File: config.mk
export PLATFORM = sky130hd
export DESIGN_NAME = avalon_tile_sched
export DESIGN_NICKNAME = d
export VERILOG_FILES = /design/src/rtl/avalon_sched_pkg.sv /design/src/rtl/tile_issue_fsm.sv /design/src/rtl/avalon_tile_sched.sv
export SDC_FILE = /design/constraint.sdc
export NUM_CORES = 1
export LEC_CHECK = 0
export ABC_AREA = 1
export BUFFER_PORTS_ARGS = -buffer_cell sky130_fd_sc_hd__buf_2
export CAP_MARGIN = 25
export CORE_MARGIN = 2
export CORE_UTILIZATION = 40
export DETAILED_ROUTE_END_ITERATION = 10
export PLACE_DENSITY_LB_ADDON = 0.05
export SLEW_MARGIN = 30
export SYNTH_ARGS = -nofsm -noshare
export SYNTH_HDL_FRONTEND = slang
export SYNTH_HIERARCHICAL = 1
export SYNTH_SLANG_ARGS = --single-unit
File: constraint.sdc
create_clock -name clk -period 2.8 [get_ports clk]
set_input_delay 0.56 -clock clk [delete_from_list [all_inputs] [get_ports clk]]
set_output_delay 0.56 -clock clk [all_outputs]
set_load 0.01 [all_outputs]
File: src/rtl/avalon_sched_pkg.sv
// Shared types and helpers for the Avalon tile scheduler.
// Holds the issue FSM state encoding, a constant clog2 and the tile-size derivation macros.
`ifndef AVALON_SCHED_PKG_SV
`define AVALON_SCHED_PKG_SV

`define AVS_TILE_BYTES(tile_size, dw) ((tile_size) * (dw) / 8)
`define AVS_NUM_TILES(data_size, tile_size) ((data_size) / (tile_size))

package avalon_sched_pkg;

    typedef enum logic [1:0] {
        ST_IDLE  = 2'd0,
        ST_ISSUE = 2'd1,
        ST_ARM   = 2'd2,
        ST_WAIT  = 2'd3
    } tile_st_e;

    // Ceiling log2 for elaboration-time width sizing.
    function automatic int clog2(input int value);
        int v;
        int r;
        v = value - 1;
        r = 0;
        while (v > 0) begin
            r++;
            v = v >> 1;
        end
        return r;
    endfunction

endpackage

`endif

File: src/rtl/tile_issue_fsm.sv
// Generic issue/arm/wait command FSM for one Avalon master.
// IDLE waits for issue_ok, ISSUE pulses go, ARM masks the master's stale done,
// WAIT returns to IDLE when the master reports done (complete_o flags that cycle).
module tile_issue_fsm
    import avalon_sched_pkg::*;
(
    input  logic clk,
    input  logic rst,
    input  logic issue_ok_i,
    input  logic mst_done_i,
    output logic go_o,
    output logic idle_o,
    output logic complete_o
);

    tile_st_e state_q;
    logic     go_q;

    assign go_o       = go_q;
    assign idle_o     = (state_q == ST_IDLE);
    assign complete_o = (state_q == ST_WAIT) && mst_done_i;

    // State register with go registered alongside the IDLE->ISSUE transition.
    always_ff @(posedge clk) begin
        if (rst) begin
            state_q <= ST_IDLE;
            go_q    <= 1'b0;
        end else begin
            go_q <= 1'b0;
            case (state_q)
                ST_IDLE: begin
                    if (issue_ok_i) begin
                        state_q <= ST_ISSUE;
                        go_q    <= 1'b1;
                    end
                end
                ST_ISSUE: state_q <= ST_ARM;
                ST_ARM:   state_q <= ST_WAIT;
                ST_WAIT: begin
                    if (mst_done_i) state_q <= ST_IDLE;
                end
                default:  state_q <= ST_IDLE;
            endcase
        end
    end

endmodule

File: src/rtl/avalon_tile_sched.sv
// Tile scheduler: splits one DATA_SIZE-word job into TILE_SIZE-word read/write tiles,
// bounds read-ahead by a tile credit and FIFO almost-full, and sequences both masters.
// Optional performance counters are built when AVALON_TILE_SCHED_PERF_EN is defined.
module avalon_tile_sched
    import avalon_sched_pkg::*;
#(
    parameter int XAW       = 32,
    parameter int DW        = 32,
    parameter int DATA_SIZE = 1024,
    parameter int TILE_SIZE = 128,
    parameter int MAX_AHEAD = 2
) (
    input  logic           clk,
    input  logic           rst,
    input  logic           start,
    input  logic [XAW-1:0] src_base,
    input  logic [XAW-1:0] dst_base,
    output logic           busy,
    output logic           done,
`ifdef AVALON_TILE_SCHED_PERF_EN
    output logic [31:0]    perf_busy_cycles,
    output logic [31:0]    perf_stall_cycles,
`endif
    output logic           rmst_go,
    output logic [XAW-1:0] rmst_read_base,
    output logic [XAW-1:0] rmst_read_length,
    input  logic           rmst_done,
    input  logic           load_fifo_almost_full,
    output logic           wmst_go,
    output logic [XAW-1:0] wmst_write_base,
    output logic [XAW-1:0] wmst_write_length,
    input  logic           wmst_done
);

    localparam int TILE_BYTES = `AVS_TILE_BYTES(TILE_SIZE, DW);
    localparam int NUM_TILES  = `AVS_NUM_TILES(DATA_SIZE, TILE_SIZE);
    localparam int CW         = clog2(NUM_TILES + 1);

    localparam logic [CW-1:0]  NUM_C   = CW'(NUM_TILES);
    localparam logic [CW-1:0]  LAST_C  = CW'(NUM_TILES - 1);
    localparam logic [CW-1:0]  AHEAD_C = CW'(MAX_AHEAD);
    localparam logic [CW-1:0]  ONE_C   = CW'(1);
    localparam logic [XAW-1:0] TB_C    = XAW'(TILE_BYTES);

    logic [XAW-1:0] src_q, src_d, dst_q, dst_d;
    logic [XAW-1:0] rbase_q, rbase_d, rlen_q, rlen_d;
    logic [XAW-1:0] wbase_q, wbase_d, wlen_q, wlen_d;
    logic [CW-1:0]  rd_issued_q, rd_issued_d, rd_done_q, rd_done_d;
    logic [CW-1:0]  wr_issued_q, wr_done_q, wr_issued_d, wr_done_d;
    logic           busy_q, busy_d, done_q, done_d;

    logic [CW-1:0]  ahead;
    logic           start_acc;
    logic           rd_ok, rd_idle, rd_cmpl, rd_take;
    logic           wr_ok, wr_idle, wr_cmpl, wr_take;

    // Tiles read (done or in flight) but not yet written back.
    assign ahead     = rd_issued_q - wr_done_q;
    // A start in the final done cycle is dropped along with any start while busy.
    assign start_acc = start && !busy_q && !done_q;

    assign rd_ok = busy_q && (rd_issued_q < NUM_C) && (ahead < AHEAD_C)
                   && !load_fifo_almost_full && rmst_done;
    assign wr_ok = busy_q && (wr_issued_q < rd_done_q) && wmst_done;

    assign rd_take = rd_idle && rd_ok;
    assign wr_take = wr_idle && wr_ok;

    tile_issue_fsm u_rd_fsm (
        .clk        (clk),
        .rst        (rst),
        .issue_ok_i (rd_ok),
        .mst_done_i (rmst_done),
        .go_o       (rmst_go),
        .idle_o     (rd_idle),
        .complete_o (rd_cmpl)
    );

    tile_issue_fsm u_wr_fsm (
        .clk        (clk),
        .rst        (rst),
        .issue_ok_i (wr_ok),
        .mst_done_i (wmst_done),
        .go_o       (wmst_go),
        .idle_o     (wr_idle),
        .complete_o (wr_cmpl)
    );

    // Next-state for job control, tile counters and registered command fields.
    always_comb begin
        src_d       = src_q;
        dst_d       = dst_q;
        rbase_d     = rbase_q;
        rlen_d      = rlen_q;
        wbase_d     = wbase_q;
        wlen_d      = wlen_q;
        rd_issued_d = rd_issued_q;
        rd_done_d   = rd_done_q;
        wr_issued_d = wr_issued_q;
        wr_done_d   = wr_done_q;
        busy_d      = busy_q;
        done_d      = 1'b0;
        if (start_acc) begin
            src_d       = src_base;
            dst_d       = dst_base;
            rd_issued_d = '0;
            rd_done_d   = '0;
            wr_issued_d = '0;
            wr_done_d   = '0;
            busy_d      = 1'b1;
        end else begin
            if (rd_take) begin
                rbase_d     = src_q + XAW'(rd_issued_q) * TB_C;
                rlen_d      = TB_C;
                rd_issued_d = rd_issued_q + ONE_C;
            end
            if (rd_cmpl) rd_done_d = rd_done_q + ONE_C;
            if (wr_take) begin
                wbase_d     = dst_q + XAW'(wr_issued_q) * TB_C;
                wlen_d      = TB_C;
                wr_issued_d = wr_issued_q + ONE_C;
            end
            if (wr_cmpl) begin
                wr_done_d = wr_done_q + ONE_C;
                if (wr_done_q == LAST_C) begin
                    busy_d = 1'b0;
                    done_d = 1'b1;
                end
            end
        end
    end

    // State registers; reset aborts any job in flight.
    always_ff @(posedge clk) begin
        if (rst) begin
            src_q       <= '0;
            dst_q       <= '0;
            rbase_q     <= '0;
            rlen_q      <= '0;
            wbase_q     <= '0;
            wlen_q      <= '0;
            rd_issued_q <= '0;
            rd_done_q   <= '0;
            wr_issued_q <= '0;
            wr_done_q   <= '0;
            busy_q      <= 1'b0;
            done_q      <= 1'b0;
        end else begin
            src_q       <= src_d;
            dst_q       <= dst_d;
            rbase_q     <= rbase_d;
            rlen_q      <= rlen_d;
            wbase_q     <= wbase_d;
            wlen_q      <= wlen_d;
            rd_issued_q <= rd_issued_d;
            rd_done_q   <= rd_done_d;
            wr_issued_q <= wr_issued_d;
            wr_done_q   <= wr_done_d;
            busy_q      <= busy_d;
            done_q      <= done_d;
        end
    end

    assign busy              = busy_q;
    assign done              = done_q;
    assign rmst_read_base    = rbase_q;
    assign rmst_read_length  = rlen_q;
    assign wmst_write_base   = wbase_q;
    assign wmst_write_length = wlen_q;

`ifdef AVALON_TILE_SCHED_PERF_EN
    logic [31:0] perf_busy_q, perf_stall_q;
    logic        stall;

    // Read side idle with work left but held back by credit or FIFO almost-full.
    assign stall = busy_q && rd_idle && (rd_issued_q < NUM_C)
                   && ((ahead >= AHEAD_C) || load_fifo_almost_full);

    // Saturating busy/stall cycle counters, cleared by each accepted start.
    always_ff @(posedge clk) begin
        if (rst || start_acc) begin
            perf_busy_q  <= '0;
            perf_stall_q <= '0;
        end else begin
            if (busy_q && (perf_busy_q != '1)) perf_busy_q <= perf_busy_q + 32'd1;
            if (stall && (perf_stall_q != '1)) perf_stall_q <= perf_stall_q + 32'd1;
        end
    end

    assign perf_busy_cycles  = perf_busy_q;
    assign perf_stall_cycles = perf_stall_q;
`endif

endmodule

Word level (Yosys, flattened, before mapping)
Cells that the tools add are included.
{"block": "op_classes", "n_addsub": 7, "order_cmp": 3, "n_eq_ne": 11, "n_mux": 12, "bitwise": 4, "reduce_logical": 28}
{"operator": "$add 32x13->32", "count": 2}
{"operator": "$add 4x1->4 const B", "count": 4}
{"operator": "$pmux 2 s4", "count": 2}
{"operator": "$logic_and 1x1->1", "count": 12}
{"operator": "$reduce_and 2->1", "count": 5}
{"operator": "$eq 2x2->1 const B", "count": 4}
{"operator": "$mux 2", "count": 4}
{"operator": "$ne 2x2->1 const B", "count": 4}
{"operator": "$mux 1", "count": 6}
{"operator": "$reduce_or 2->1", "count": 3}
{"operator": "$eq 2x1->1 const B", "count": 2}
{"operator": "$eq 4x3->1 const B", "count": 1}
{"operator": "$logic_not 2->1", "count": 2}
{"operator": "$lt 4x2->1 const B", "count": 1}
{"operator": "$lt 4x4->1", "count": 1}
{"operator": "$lt 4x4->1 const B", "count": 1}
{"operator": "$not 1->1", "count": 4}
{"operator": "$reduce_bool 2->1", "count": 2}
{"operator": "$sub 4x4->4", "count": 1}
{"operator": "$logic_not 1->1", "count": 3}
{"operator": "$reduce_or 3->1", "count": 1}
{"block": "word_totals", "regBits": 154, "in_bits": 70, "output_inout_bits": 132, "wordCells": 81}

Depth between registers and ports, before layout
Gate-level depths: netlist of the first run.
{"block": "logic_depth", "ltp_word": 7, "ltp_mapped": 13, "ltp_nobuf": 13}

Cells and area by module
The synthesis of the first run kept the hierarchy.
{"mod": "avalon_tile_sched", "instances": 1, "cells_each": 1036, "area_each_um2": 7418.4, "seq_area_each_um2": 2962.8}
{"mod": "tile_issue_fsm", "instances": 2, "cells_each": 28, "area_each_um2": 198.9, "seq_area_each_um2": 60.1}

Least setup slack after synthesis of the first run
OpenSTA, ideal clock, no wires.
{"block": "synth_timing", "path_type": "register to register", "start": "register rd_issued_q[0]", "end": "register rbase_q[28], in the netlist rmst_read_base[28]", "arrival_ps": 1857, "setup_slack_ps": 834, "stages_incl_launch_ff": 13, "n_path_buf": 1, "period_less_slack_ps": 1966, "path_cell_list": "dfxtp_1 inv_1 nand2_1 fa_1 nor2_1 nand2_1 nor3_2 nand3_4 inv_4 buf_6 nand3_1 nand2_1 inv_1"}
{"block": "synth_via", "elab_chain_cells": 7, "elab_cells_between_ends": 10, "classes_between": "2 x add/sub; 2 x order compare; 6 x reduce/logical"}
{"item": "start: declaration", "line_no": "avalon_tile_sched.sv:48", "text": "logic [CW-1:0] rd_issued_q, rd_issued_d, rd_done_q, rd_done_d;"}
{"item": "start signal: assignment", "line_no": "avalon_tile_sched.sv:155", "text": "rd_issued_q <= rd_issued_d;"}
{"item": "$sub 4x4->4 or $lt 4x4->1 (tied branches)", "line_no": "avalon_tile_sched.sv:58, avalon_tile_sched.sv:62"}
{"item": "$lt 4x2->1 or $logic_and 1x1->1 (tied branches)", "line_no": "avalon_tile_sched.sv:62", "text": "assign rd_ok = busy_q && (rd_issued_q < NUM_C) && (ahead < AHEAD_C)"}
{"item": "$logic_and 1x1->1", "line_no": "avalon_tile_sched.sv:62"}
{"item": "$logic_and 1x1->1 (2 in series)", "line_no": "avalon_tile_sched.sv:63", "text": "&& !load_fifo_almost_full && rmst_done;"}
{"item": "$logic_and 1x1->1", "line_no": "avalon_tile_sched.sv:66", "text": "assign rd_take = rd_idle && rd_ok;"}
{"item": "$reduce_and 2->1 (no line)"}
{"item": "end signal: assignment", "line_no": "avalon_tile_sched.sv:151", "text": "rbase_q <= rbase_d;"}
{"item": "end: declaration", "line_no": "avalon_tile_sched.sv:46", "text": "logic [XAW-1:0] rbase_q, rbase_d, rlen_q, rlen_d;"}
Parallel ways exist; a longest one is shown, timed or not.
A chain may end at the register's enable or synchronous reset.

Final worst setup path of the first run
{"block": "layout_timing", "start": "register rd_issued_q[0]", "end": "register rbase_q[30], in the netlist rmst_read_base[30]"}
Same word-level chain as after synthesis.

==> results.md, run 1 <==
Outcome:
- The flow ran to the end, and the final reports show no timing, DRC or antenna violations.

Worst setup path:
- The critical path arrival is roughly 2700 ps.
- The classification of the worst setup path is reg -> reg.
- The worst stage delay on the critical path is 430 ps.
- At the worst endpoint, the required time is approximately 3100 ps.
- The largest individual stage delay along the critical path comes from the cell fa_1.
- The category of cells accounting for the largest share of critical-path delay is simple AND/OR/NAND/NOR gates.
- The most numerous cell type found on the critical path is nand2_1.
- Counting both buffers and inverters, the worst setup path holds a total of 2.
- The largest fanout on the critical path is 36.
- Walking the worst path, the cells encountered are inv_1 -> nand2_1 -> fa_1 -> nor2_1 -> nand2_1 -> nor3_2 -> nand3_4 -> inv_4 -> nand3_1 -> and2_1.
- The startpoint type of the worst setup path is a flip-flop.
- STA classifies the critical path endpoint as a flip-flop.

Pwr:
- After layout, the design draws a total of about 5.5 mW.
- In this run the static leakage power is around 4.3 nW.
- The largest vdd supply drop is about 370 uV.
- The power density over cell area is ~610 mW/mm^2.

Detailed routing:
- Dividing the detail-routed wire length by the instance count gives roughly 13 um.
- The final routed DRC violation total is 0.
- The wire length reported by the detailed router is 19.9 mm.
- Once detail routing completed, the nets flagged for antenna violations numbered 0.
- The iteration-0 DRC count of the detailed router is 248.
- Detailed routing inserted a total of just under 7000 vias.
- Before antenna repair, the detailed router went through 4 iterations.
- The routed via count divided by cell count is 4.59.

Global routing:
- The initial antenna violation count came to 0.
- After global routing the overflow that remains totals 0.
- Entering global routing, the biggest net connects 48 pins.
- The combined global-route utilization of all metal layers is around a fifth.
- The via count of the first global-routing pass was ~6400.
- The wire length of the first global-routing pass is around 32 mm.

Clock network:
- The clock-pin slew of the registers on the worst-case setup and hold paths is around 70 ps.
- The cell at the root of the clock tree is clkbuf_16.
- TritonCTS built the clock tree.
- CTS built an H-tree with a depth of 4.
- The count of cells resized by post-cts repair is 0.
- CTS saw roughly 150 sinks.
- The clock insertion delay at the later pin of the skew report is 430 ps.
- The number of post-CTS setup repair buffers is 0.
- After clock tree synthesis, the flow added hold-fix buffers numbering 0.
- TritonCTS created 17 clock buffers.
- The number of buffers on the longest clock path is 2.

Finish:
- The number of antenna cells inserted is 0.
- The share of layout cells above drive strength 1 is between 15 and 20%.
- In the layout the commonest cells are nand2_1, dfxtp_1, buf_2, inv_1, a21oi_1.
- For this run, the post-layout net count is 1313.
- The library cell used most frequently in the layout, excluding fill and tap cells, is nand2_1.
- The non-filler instance count after layout is 1493.
- Relative to the synthesized area, the layout overhead comes to 16.4%.

Die:
- The total core area is between 0.015 and 0.02 mm^2.
- The chip width is between 100 and 150 um.
- The area enclosed by the die boundary is 0.0207 mm^2.
- The number of I/O pins is 202.
- The floorplan die height is 144 um.
- The row count is 51.
- The initial utilization of the core area, before any placement, comes to approximately two fifths.

STA:
- The time the worst path needs with I/O delays and setup is roughly 2400 ps.
- For the pin with the worst max-slew slack, the measured transition is 646 ps.
- Setup violations remaining at the end of the flow were counted as 0.
- For the final routed database, the setup TNS stands at 0 ps.
- The maximum clock skew at final layout is 9.38 ps.
- Setup repair after global routing left no endpoint under its margin.
- The final number of hold-violating endpoints is 0.
- Derived from the worst setup path, the maximum achievable clock frequency is around 0.42 GHz.
- The worst pin sits at a relative slew slack of approximately 57%.
- The final-report max-slew violation count came to 0.
- Of the available clock period, the critical path in the final layout requires between 80% and 90%.

Place:
- The number of port buffers is 139.
- Counting tap cells, the placed design contains a total of roughly 1500 instances.
- The wire-length estimate of the detail-placed layout is 14.0 mm.
- The congestion estimate from routability-driven global placement came to 0.793.

Logic synthesis:
- Dividing the synthesized area by the synthesized cell count gives a little over 7 um^2.
- The count of warnings emitted by yosys is 6.
- The gate count after technology mapping is ~1100.
- Summing every instance area after synthesis gives 0.00782 mm^2.
- The post-synthesis sequential area ratio is about two fifths.
- The total of flip-flops plus latches after synthesis is about 150.
- The number of distinct library cells after synthesis is 37.

Min path:
- The path class of the tightest hold or removal check is in -> reg.

Run:
- The max capacitance violation total is 0.
worst register-to-register path, cell delays in order, from the launching register on:
cell and delay [ps]:
dfxtp_1 410, inv_1 80, nand2_1 90, fa_1 430, nor2_1 110, nand2_1 60
nor3_2 280, nand3_4 160, inv_4 380, nand3_1 130, and2_1 160
per-stage QoR:
stage / util, % / area, um^2 / setup WS (ps) / hold slack [ps]
2_1_floorplan: - / 8050 / 834 / 423
5_1_grt: 47.0 / 9090 / 185 / 419
4_1_cts: 47.0 / 9090 / 384 / 392
3_3_place_gp: 43.9 / 8490 / 467 / 432
3_5_place_dp: 43.9 / 8490 / 377 / 436
6_report: 47.0 / 9090 / 414 / 404
state kept, by name (all words and copies together), names as in the netlist, 2 cells and up:
register          count
rd_done_q             4
dst_q                32
u_wr_fsm/state_q      2
wr_done_q             4
wr_issued_q           4
rd_issued_q           4
u_rd_fsm/state_q      2
src_q                32
wmst_write_base      32
rmst_read_base       32
logic make-up after synthesis:
kind of cell             count (synthesis)  synth area share [%]
AND/OR/NAND/NOR                        419                  22.6
buffers and inverters                  243                  15.4
AO/OA/AOI/OAI                          224                  15.1
flip-flops                             154                  39.4
adder cells (fa/ha/maj)                 28                  4.77
XOR/XNOR                                23                  2.58
other                                    1                0.0480
Yosys cell counts (all sizes together):
library cell | number | area [um^2]
nand3 | 48 | 253
o31ai | 2 | 20.0
nor3b | 2 | 15.0
xor2 | 20 | 175
o21a | 1 | 7.51
nand4 | 15 | 93.8
a21o | 1 | 7.51
and2 | 1 | 6.26
nor4 | 1 | 6.26
fa | 3 | 60.1
a21oi | 125 | 671
or3b | 1 | 8.76
o21ai | 95 | 475
nand3b | 1 | 7.51
nand2 | 232 | 911
nor3 | 10 | 55.1
xnor2 | 3 | 26.3
clkbuf | 20 | 76.3
inv | 138 | 521
buf | 85 | 608
nor2 | 108 | 413
dfxtp | 154 | 3080
ha | 25 | 313
conb | 1 | 3.75
area by class of cell:
class | instances | area (um^2)
flip-flops and latches | 154 | 3080
repair buffers | 148 | 788
well taps | 265 | 332
clock inverters | 13 | 166
inverters | 138 | 520
fillers | 2029 | 10200
multi-input cells | 756 | 3760
clock buffers | 19 | 443
per-layer routing:
metal	track usage (%)	wire [um]	up-vias
li1	-	-	3604
met1	25.7	9320	3053
met2	33.2	9400	173
met3	4.00	931	19
met4	5.62	261	0
met5	0	0	-
path summary, 6_finish.rpt:
path	cells past startpoint	slack, ps	from	endpoint
max reg2reg	10	410	rd_issued_q[0]$_SDFFE_PP0P_	rmst_read_base[30]$_SDFFE_PP0P_
max	10	410	rd_issued_q[0]$_SDFFE_PP0P_	rmst_read_base[30]$_SDFFE_PP0P_
min	3	400	dst_base[15]	dst_q[15]$_SDFFE_PP0P_
min reg2reg	2	450	dst_q[4]$_SDFFE_PP0P_	dst_q[4]$_SDFFE_PP0P_
power by group:
part / total (mW) / internal, mW / switching, mW
Sequential: 2.43 / 2.32 / 0.108
Combinational: 0.679 / 0.245 / 0.434
Clock: 2.42 / 1.43 / 0.982
Power figures use the tool's default switching activity.
==> run 2, diff against run 1 <==
Clock period 2.8 ns to 2.9 ns, I/O delays scaled along.
==> run 2 against run 1 <==
Clock power is 11% lower. Register-to-register slack better by 180 ps. Sequential power is 4% lower. First-iteration DRC count is 6.9% higher. Critical path depth stayed put. Via count is 0.82% lower. Fmax is 3.7% higher. Wire length is 1.8% lower. Combinational power is 3.5% lower. Total power is 6.7% lower. Global-route usage is 0.29 points lower. Critical endpoint unchanged. Largest power group unchanged.
==> results.md, run 2 (synthesized netlist as in run 1, its figures left out) <==
Min path:
- The worst hold path startpoint is dst_base[3].
- The worst hold path belongs to the class in -> reg.
- The cell depth of the worst hold path is 3 (unchanged).

Detailed routing:
- The average wire per cell in the routed design is 13.1 um (-1.6%).
- The iteration-0 DRC count of the detailed router is 265 (+6.9%).
- The via count came to 6793 (-0.82%).
- The routed via count divided by cell count is 4.56 (-0.68%).
- The remaining antenna violation count was 0 (unchanged).
- The wire length reported by the detailed router was 19.6 mm (-1.8%).
- The first-pass iteration count of the detailed router was 5 (+1).
- The final routed DRC violation total was 0 (unchanged).

Die:
- The total core area is 0.0193 mm^2 (unchanged).
- The area enclosed by the die boundary is 0.0207 mm^2 (unchanged).
- The effective utilization at floorplan is 40.4% (unchanged).
- The row count is 51 (unchanged).
- The chip width is 144 um (unchanged).
- The number of I/O pins is 202 (unchanged).
- The floorplan die height is 144 um (unchanged).

Global routing:
- The combined global-route utilization of all metal layers is 19.5% (-0.29 points).
- The wire length of the first global-routing pass came to 31.8 mm (-0.65%).
- The via count of the first global-routing pass was 6417 (+0.53%).
- The initial antenna violation count came to 0 (unchanged).
- The aggregate global routing overflow is 0 (unchanged).
- The maximum number of pins on one net before global-route repair is 98 (+100%).

Worst setup path:
- Following the worst setup path forward leads to its endpoint at rmst_read_base[30]$_SDFFE_PP0P_.
- The sum of buffers and inverters on the critical path is 2 (unchanged).
- In this run the critical register-to-register path is captured at rmst_read_base[30]$_SDFFE_PP0P_.
- The master of the slowest instance on the critical path is fa_1.
- Walking the worst path, the cells encountered are inv_1 -> nand2_1 -> fa_1 -> nor2_1 -> nand2_1 -> nor3_2 -> nand3_4 -> inv_4 -> nand3_1 -> and2_1.
- The cell depth of the worst setup path is 10 (unchanged).
- The nature of the critical path endpoint is a flip-flop.
- The origin of the worst setup path is rd_issued_q[0]$_SDFFE_PP0P_.
- The critical path in this run is classified as reg -> reg.
- The startpoint of the lowest-slack register-to-register path is rd_issued_q[0]$_SDFFE_PP0P_.
- The count of cells along the worst register-to-register path is 10 (unchanged).
- The category of cells accounting for the largest share of critical-path delay is simple AND/OR/NAND/NOR gates.
- By instance count, the cell type seen most on the critical path is nand2_1.
- The critical path arrival is 2620 ps (-90 ps).
- The worst stage delay on the critical path is 430 ps (about the same).
- The required time at the worst-slack endpoint is 3220 ps (+90 ps).
- The worst-case register-to-register setup slack is 600 ps (+180 ps).
- The startpoint type of the worst setup path is a flip-flop.
- The largest fanout on the critical path is 36 (unchanged).

STA:
- Setup repair after global routing left no endpoint under its margin.
- The worst slack on hold paths came to 433 ps (+29.2 ps).
- The final number of hold-violating endpoints is 0 (unchanged).
- The headroom to the max-slew limit came to 59.1% (+2.4 points).
- The maximum clock skew at final layout is 8.94 ps (-0.440 ps).
- The final-report max-slew violation count is 0 (unchanged).
- The number of endpoints failing setup at the final stage is 0 (unchanged).
- The time the worst path needs with I/O delays and setup is 2300 ps (-84.4 ps).
- The upper clock frequency limit came to 0.434 GHz (+3.7%).
- The setup TNS is 0 ps (unchanged).
- The slew of the pin with the lowest slew margin came to 613 ps (-32.7 ps).
- The share of the cycle needed by the critical path after routing is 79.4% (-5.8 points).

Clock network:
- The number of clock sinks is 154 (unchanged).
- The number of buffers on the longest clock path is 2 (unchanged).
- The number of buffers added by the clock tree synthesis step is 17 (unchanged).
- The count of cells resized by post-cts repair is 0 (unchanged).
- The number of H-tree levels is 4 (unchanged).
- The clock insertion delay at the later pin of the skew report is 420 ps (about the same).
- The clock tree from TritonCTS is built.
- The clock-pin slew of the registers on the worst-case setup and hold paths was 60 ps (about the same).
- The number of post-CTS setup repair buffers was 0 (unchanged).
- In this run the clock root is driven by a clkbuf_16.
- The count of hold-fix buffers inserted at cts is 0 (unchanged).

Place:
- The placed wire-length estimate after detailed placement was 13.5 mm (-3.2%).
- The global placer's final weighted congestion is 0.837 (+5.5%).
- The number of port buffers came to 139 (unchanged).

Pwr:
- The reported leakage power is 4.22 nW (-0.80%).
- The power density over cell area came to 570 mW/mm^2 (-6.1%).
- The largest vdd supply drop is 424 uV (+14%).

Finish:
- The area overhead of the layout relative to synthesis is 15.7%.
- The share of layout cells above drive strength 1 was 17.5% (-0.30 points).
- The total number of nets in the final design is 1311 (-0.15%).
- The library cells used most frequently in the layout, excluding fill and tap cells, are nand2_1, dfxtp_1, buf_2, inv_1, a21oi_1.
- The filler cell count in the final layout is 2052 (+1.1%).
- The number of antenna cells inserted is 0 (unchanged).
- The utilization after layout is 46.8% (-0.28 points).
- Leaving out fill and tap cells, the most frequent cell in the layout is nand2_1.

Run:
- The max capacitance violation total is 0 (unchanged).

Outcome:
- The run finished with clean final reports.
run 2: worst reg2reg max path, delay by kind of cell (launching register included):
family	cells	cell delay, ps
buffers and inverters	2	430
DFF	1	400
adders and majority gates	1	430
and+or+nand+nor	7	930
run 2: where the power goes:
group	total [mW]	switching, mW	internal, mW
Combinational	0.655	0.419	0.235
Sequential	2.34	0.103	2.24
Clock	2.15	0.902	1.25
Total	5.15	1.42	3.73
run 2: worst min-delay path by stage:
| stage | end | slack [ps] |
|---|---|---|
| 4_1_cts | dst_q[7]$_SDFFE_PP0P_ | 420 |
| 2_1_floorplan | dst_q[0]$_SDFFE_PP0P_ | 420 |
| 6_report | dst_q[3]$_SDFFE_PP0P_ | 430 |
| 3_5_place_dp | dst_q[7]$_SDFFE_PP0P_ | 440 |
| 5_1_grt | dst_q[3]$_SDFFE_PP0P_ | 430 |
| 3_3_place_gp | dst_q[0]$_SDFFE_PP0P_ | 430 |
run 2: area by class of cell:
type                    count  area (um^2)  share of cell area [%]
multi-input cells         756         3760                    41.6
clock buffers              23          478                    5.29
inverters                 138          520                    5.76
clock inverters             9         91.3                    1.01
well taps                 265          332                    3.67
repair buffers            146          773                    8.55
flip-flops and latches    154         3080                    34.1
run 2: per-layer routing:
metal	GRT usage, %	up-vias	routed length (um)
li1	-	3590	-
met1	24.1	3028	8980
met2	34.1	157	9340
met3	4.60	18	939
met4	4.80	0	296
met5	0	-	0
run 2: per-stage QoR:
stage / power (mW) / setup WS (ps) / area (um^2) / cells
CTS: 5.20 / 588 / 9040 / 1491
floorplan: 2.91 / 934 / 8050 / 1153
global route: 5.40 / 350 / 9040 / 1491
detailed placement: 3.04 / 593 / 8470 / 1459
finish: 5.15 / 598 / 9040 / 1491
global placement: 3.05 / 656 / 8470 / 1459
==> run 3, diff against run 2 <==
Clock period 2.9 ns to 2.2 ns, I/O delays scaled along.
==> run 3 against run 2 <==
Fmax grew 15%. Worst setup slack worse by 400 ps. Sequential cell count did not move. Utilization rose by 1.0 points. Sequential power is 32% higher. Critical path type unchanged. Design area grew 2.2%. Largest power group unchanged. Critical endpoint is now rmst_read_base[11]$_SDFFE_PP0P_.
==> results.md, run 3 (synthesized netlist as in run 1, its figures left out) <==
Global routing:
- The wire length of the first global-routing pass is 31.8 mm (about the same).
- The aggregate global routing overflow is 0 (unchanged).
- The combined global-route utilization of all metal layers is 19.6% (+0.13 points).
- The initial antenna violation count is 1 (+1).
- The maximum number of pins on one net before global-route repair is 98 (unchanged).
- The via count of the first global-routing pass came to 6367 (-0.78%).

Worst setup path:
- The cell depth of the worst setup path is 11 (+1).
- The count of cells along the worst register-to-register path came to 11 (+1).
- The worst-case register-to-register setup slack is 200 ps (-400 ps).
- The worst stage delay on the critical path is 390 ps (-40 ps).
- The endpoint identified for the worst register-to-register timing path is rmst_read_base[11]$_SDFFE_PP0P_.
- The most critical setup path has its startpoint at rd_issued_q[0]$_SDFFE_PP0P_.
- The most numerous cell type found on the critical path is nand2_1.
- The critical path goes through inv_1 -> nand2_1 -> fa_1 -> nand2_1 -> nand3_1 -> nor3_4 -> nand3_4 -> inv_8 -> buf_12 -> nand2_1 -> a21oi_1.
- The startpoint type of the worst setup path is a flip-flop.
- The largest fanout on the critical path is 15 (-58%).
- The category of cells accounting for the largest share of critical-path delay is simple AND/OR/NAND/NOR gates.
- The nature of the critical path endpoint is a flip-flop.
- The critical path arrival came to 2350 ps (-270 ps).
- The sum of buffers and inverters on the critical path is 3 (+1).
- The setup path with the least slack is of type reg -> reg.
- Among all stages on the critical path, the largest delay is contributed by fa_1.
- The startpoint identified for the worst register-to-register timing path is rd_issued_q[0]$_SDFFE_PP0P_.
- The capture point of the worst path is rmst_read_base[11]$_SDFFE_PP0P_.
- The required time at the worst-slack endpoint was 2550 ps (-670 ps).

STA:
- The time the worst path needs with I/O delays and setup is 2000 ps (-300 ps).
- The slew of the pin with the lowest slew margin is 598 ps (-15.2 ps).
- The final-report max-slew violation count came to 0 (unchanged).
- The final number of hold-violating endpoints is 0 (unchanged).
- The share of the cycle needed by the critical path after routing is 91.0% (+12 points).
- The setup slack of the critical path after layout came to 198 ps (-400 ps).
- The number of endpoints failing setup at the final stage is 0 (unchanged).
- The maximum clock skew at final layout is 14.8 ps (+5.88 ps).
- The headroom to the max-slew limit is 60.2% (+1.0 points).
- The upper clock frequency limit came to 0.500 GHz (+15%).
- The setup TNS is 0 ps (unchanged).
- Setup repair after global routing left no endpoint under its margin.
- The worst slack on hold paths is 291 ps (-142 ps).

Pwr:
- The largest vdd supply drop is 525 uV (+24%).
- The reported leakage power is 4.34 nW (+2.6%).
- The post-route total power is 6.94 mW (+35%).
- The power density over cell area came to 751 mW/mm^2 (+32%).

Place:
- The worst slack after detailed placement is 103 ps (-490 ps).
- The global placer's final weighted congestion is 0.850 (+1.6%).
- The placed wire-length estimate after detailed placement is 13.9 mm (+2.9%).
- The number of port buffers is 139 (unchanged).
- The count of placed standard cells including taps was 1475 (+1.1%).

Die:
- The effective utilization at floorplan is 40.4% (unchanged).
- The total core area is 0.0193 mm^2 (unchanged).
- The row count is 51 (unchanged).
- The floorplan die height was 144 um (unchanged).
- The area enclosed by the die boundary is 0.0207 mm^2 (unchanged).
- The chip width is 144 um (unchanged).
- The number of I/O pins is 202 (unchanged).

Detailed routing:
- The remaining antenna violation count is 0 (unchanged).
- The average wire per cell in the routed design is 13.1 um (-0.13%).
- The wire length reported by the detailed router was 19.7 mm (+0.74%).
- The first-pass iteration count of the detailed router is 4 (-1).
- The final routed DRC violation total was 0 (unchanged).
- The routed via count divided by cell count is 4.53 (-0.51%).
- The via count is 6817 (+0.35%).
- The iteration-0 DRC count of the detailed router is 283 (+6.8%).

Clock network:
- The count of hold-fix buffers inserted at cts is 0 (unchanged).
- The number of post-CTS setup repair buffers is 0 (unchanged).
- The clock insertion delay at the later pin of the skew report came to 430 ps (about the same).
- The number of buffers on the longest clock path is 2 (unchanged).
- The cell at the root of the clock tree is clkbuf_16.
- The clock tree from TritonCTS is built.
- The clock-pin slew of the registers on the worst-case setup and hold paths is 60 ps (about the same).
- The number of clock sinks is 154 (unchanged).
- The number of buffers added by the clock tree synthesis step is 17 (unchanged).
- The number of H-tree levels is 4 (unchanged).

Finish:
- The non-filler instance count after layout is 1504 (+0.87%).
- The filler cell count in the final layout is 2064 (+0.58%).
- The library cells used most frequently in the layout, excluding fill and tap cells, are nand2_1, dfxtp_1, buf_2, inv_1, a21oi_1.
- The share of layout cells above drive strength 1 is 18.5% (+1.0 points).
- The leading cell type in the layout, fill and taps excluded is nand2_1.
- From synthesis to final layout, the design area changed by 18.2%.
- The total number of nets in the final design came to 1327 (+1.2%).

Outcome:
- The flow ran to the end, and the final reports show no timing, DRC or antenna violations.

Run:
- The max capacitance violation total is 0 (unchanged).

Min path:
- The worst hold path class is in -> reg.
-- run 3: cell types whose count changed in the layout (fill, tap and decap cells not counted), moves of 2 or more --
cell	before	now
buf_4	5	16
buf_12	2	6
clkinv_4	3	0
bufinv_16	1	3
clkbuf_1	3	1
-- run 3: routing by layer --
| layer | vias to the layer above | wire length [um] | global-route usage, % | share of wire, % |
|---|---|---|---|---|
| met5 | - | 0 | 0 | 0 |
| met4 | 0 | 286 | 6.04 | 1.5 |
| met3 | 17 | 761 | 3.27 | 3.9 |
| met2 | 147 | 9520 | 34.2 | 48 |
| met1 | 3032 | 9140 | 24.7 | 46 |
| li1 | 3621 | - | - | - |
-- run 3: timing repair --
action                                 CTS  global route
endpoints found under the hold margin    0             0
setup endpoints to repair                0            21
resized for setup                        0             6
-- run 3: worst min path at each step --
| stage | from | end | slack [ps] | cells past startpoint |
|---|---|---|---|---|
| finish | dst_base[15] | dst_q[15]$_SDFFE_PP0P_ | 290 | 3 |
| global route | dst_base[15] | dst_q[15]$_SDFFE_PP0P_ | 290 | 3 |
| CTS | src_base[8] | src_q[8]$_SDFFE_PP0P_ | 280 | 3 |
| detailed placement | dst_q[5]$_SDFFE_PP0P_ | dst_q[5]$_SDFFE_PP0P_ | 440 | 2 |
| global placement | dst_q[4]$_SDFFE_PP0P_ | dst_q[4]$_SDFFE_PP0P_ | 430 | 2 |
| floorplan | dst_q[0]$_SDFFE_PP0P_ | dst_q[0]$_SDFFE_PP0P_ | 420 | 2 |
-- run 3: final cells by class --
cell class	count	area [um^2]	area share (%)
multi-input combinational	756	3770	40.8
sequential	154	3080	33.4
timing repair buffer	162	951	10.3
inverter	138	526	5.69
clock buffer	20	457	4.94
tap	265	332	3.59
clock inverter	8	123	1.33
antenna	1	2.50	0.0271
-- run 3: where the power goes --
| part | total, mW | internal, mW | switching, mW |
|---|---|---|---|
| Combinational | 0.891 | 0.333 | 0.558 |
| Clock | 2.96 | 1.81 | 1.14 |
| Sequential | 3.09 | 2.96 | 0.138 |
-- run 3: worst register-to-register path: stages, from the launching register on --
cell,delay (ps)
dfxtp_1,310
inv_1,70
nand2_1,80
fa_1,390
nand2_1,80
nand3_1,100
nor3_4,250
nand3_4,140
inv_8,140
buf_12,170
nand2_1,60
a21oi_1,110
-- run 3: through the flow --
stage                     area, um^2  utilization (%)
after global routing            9240             47.8
final                           9240             47.8
after detailed placement        8640             44.7
after floorplan                 8050                -
after CTS                       9220             47.7
after global placement          8640             44.7
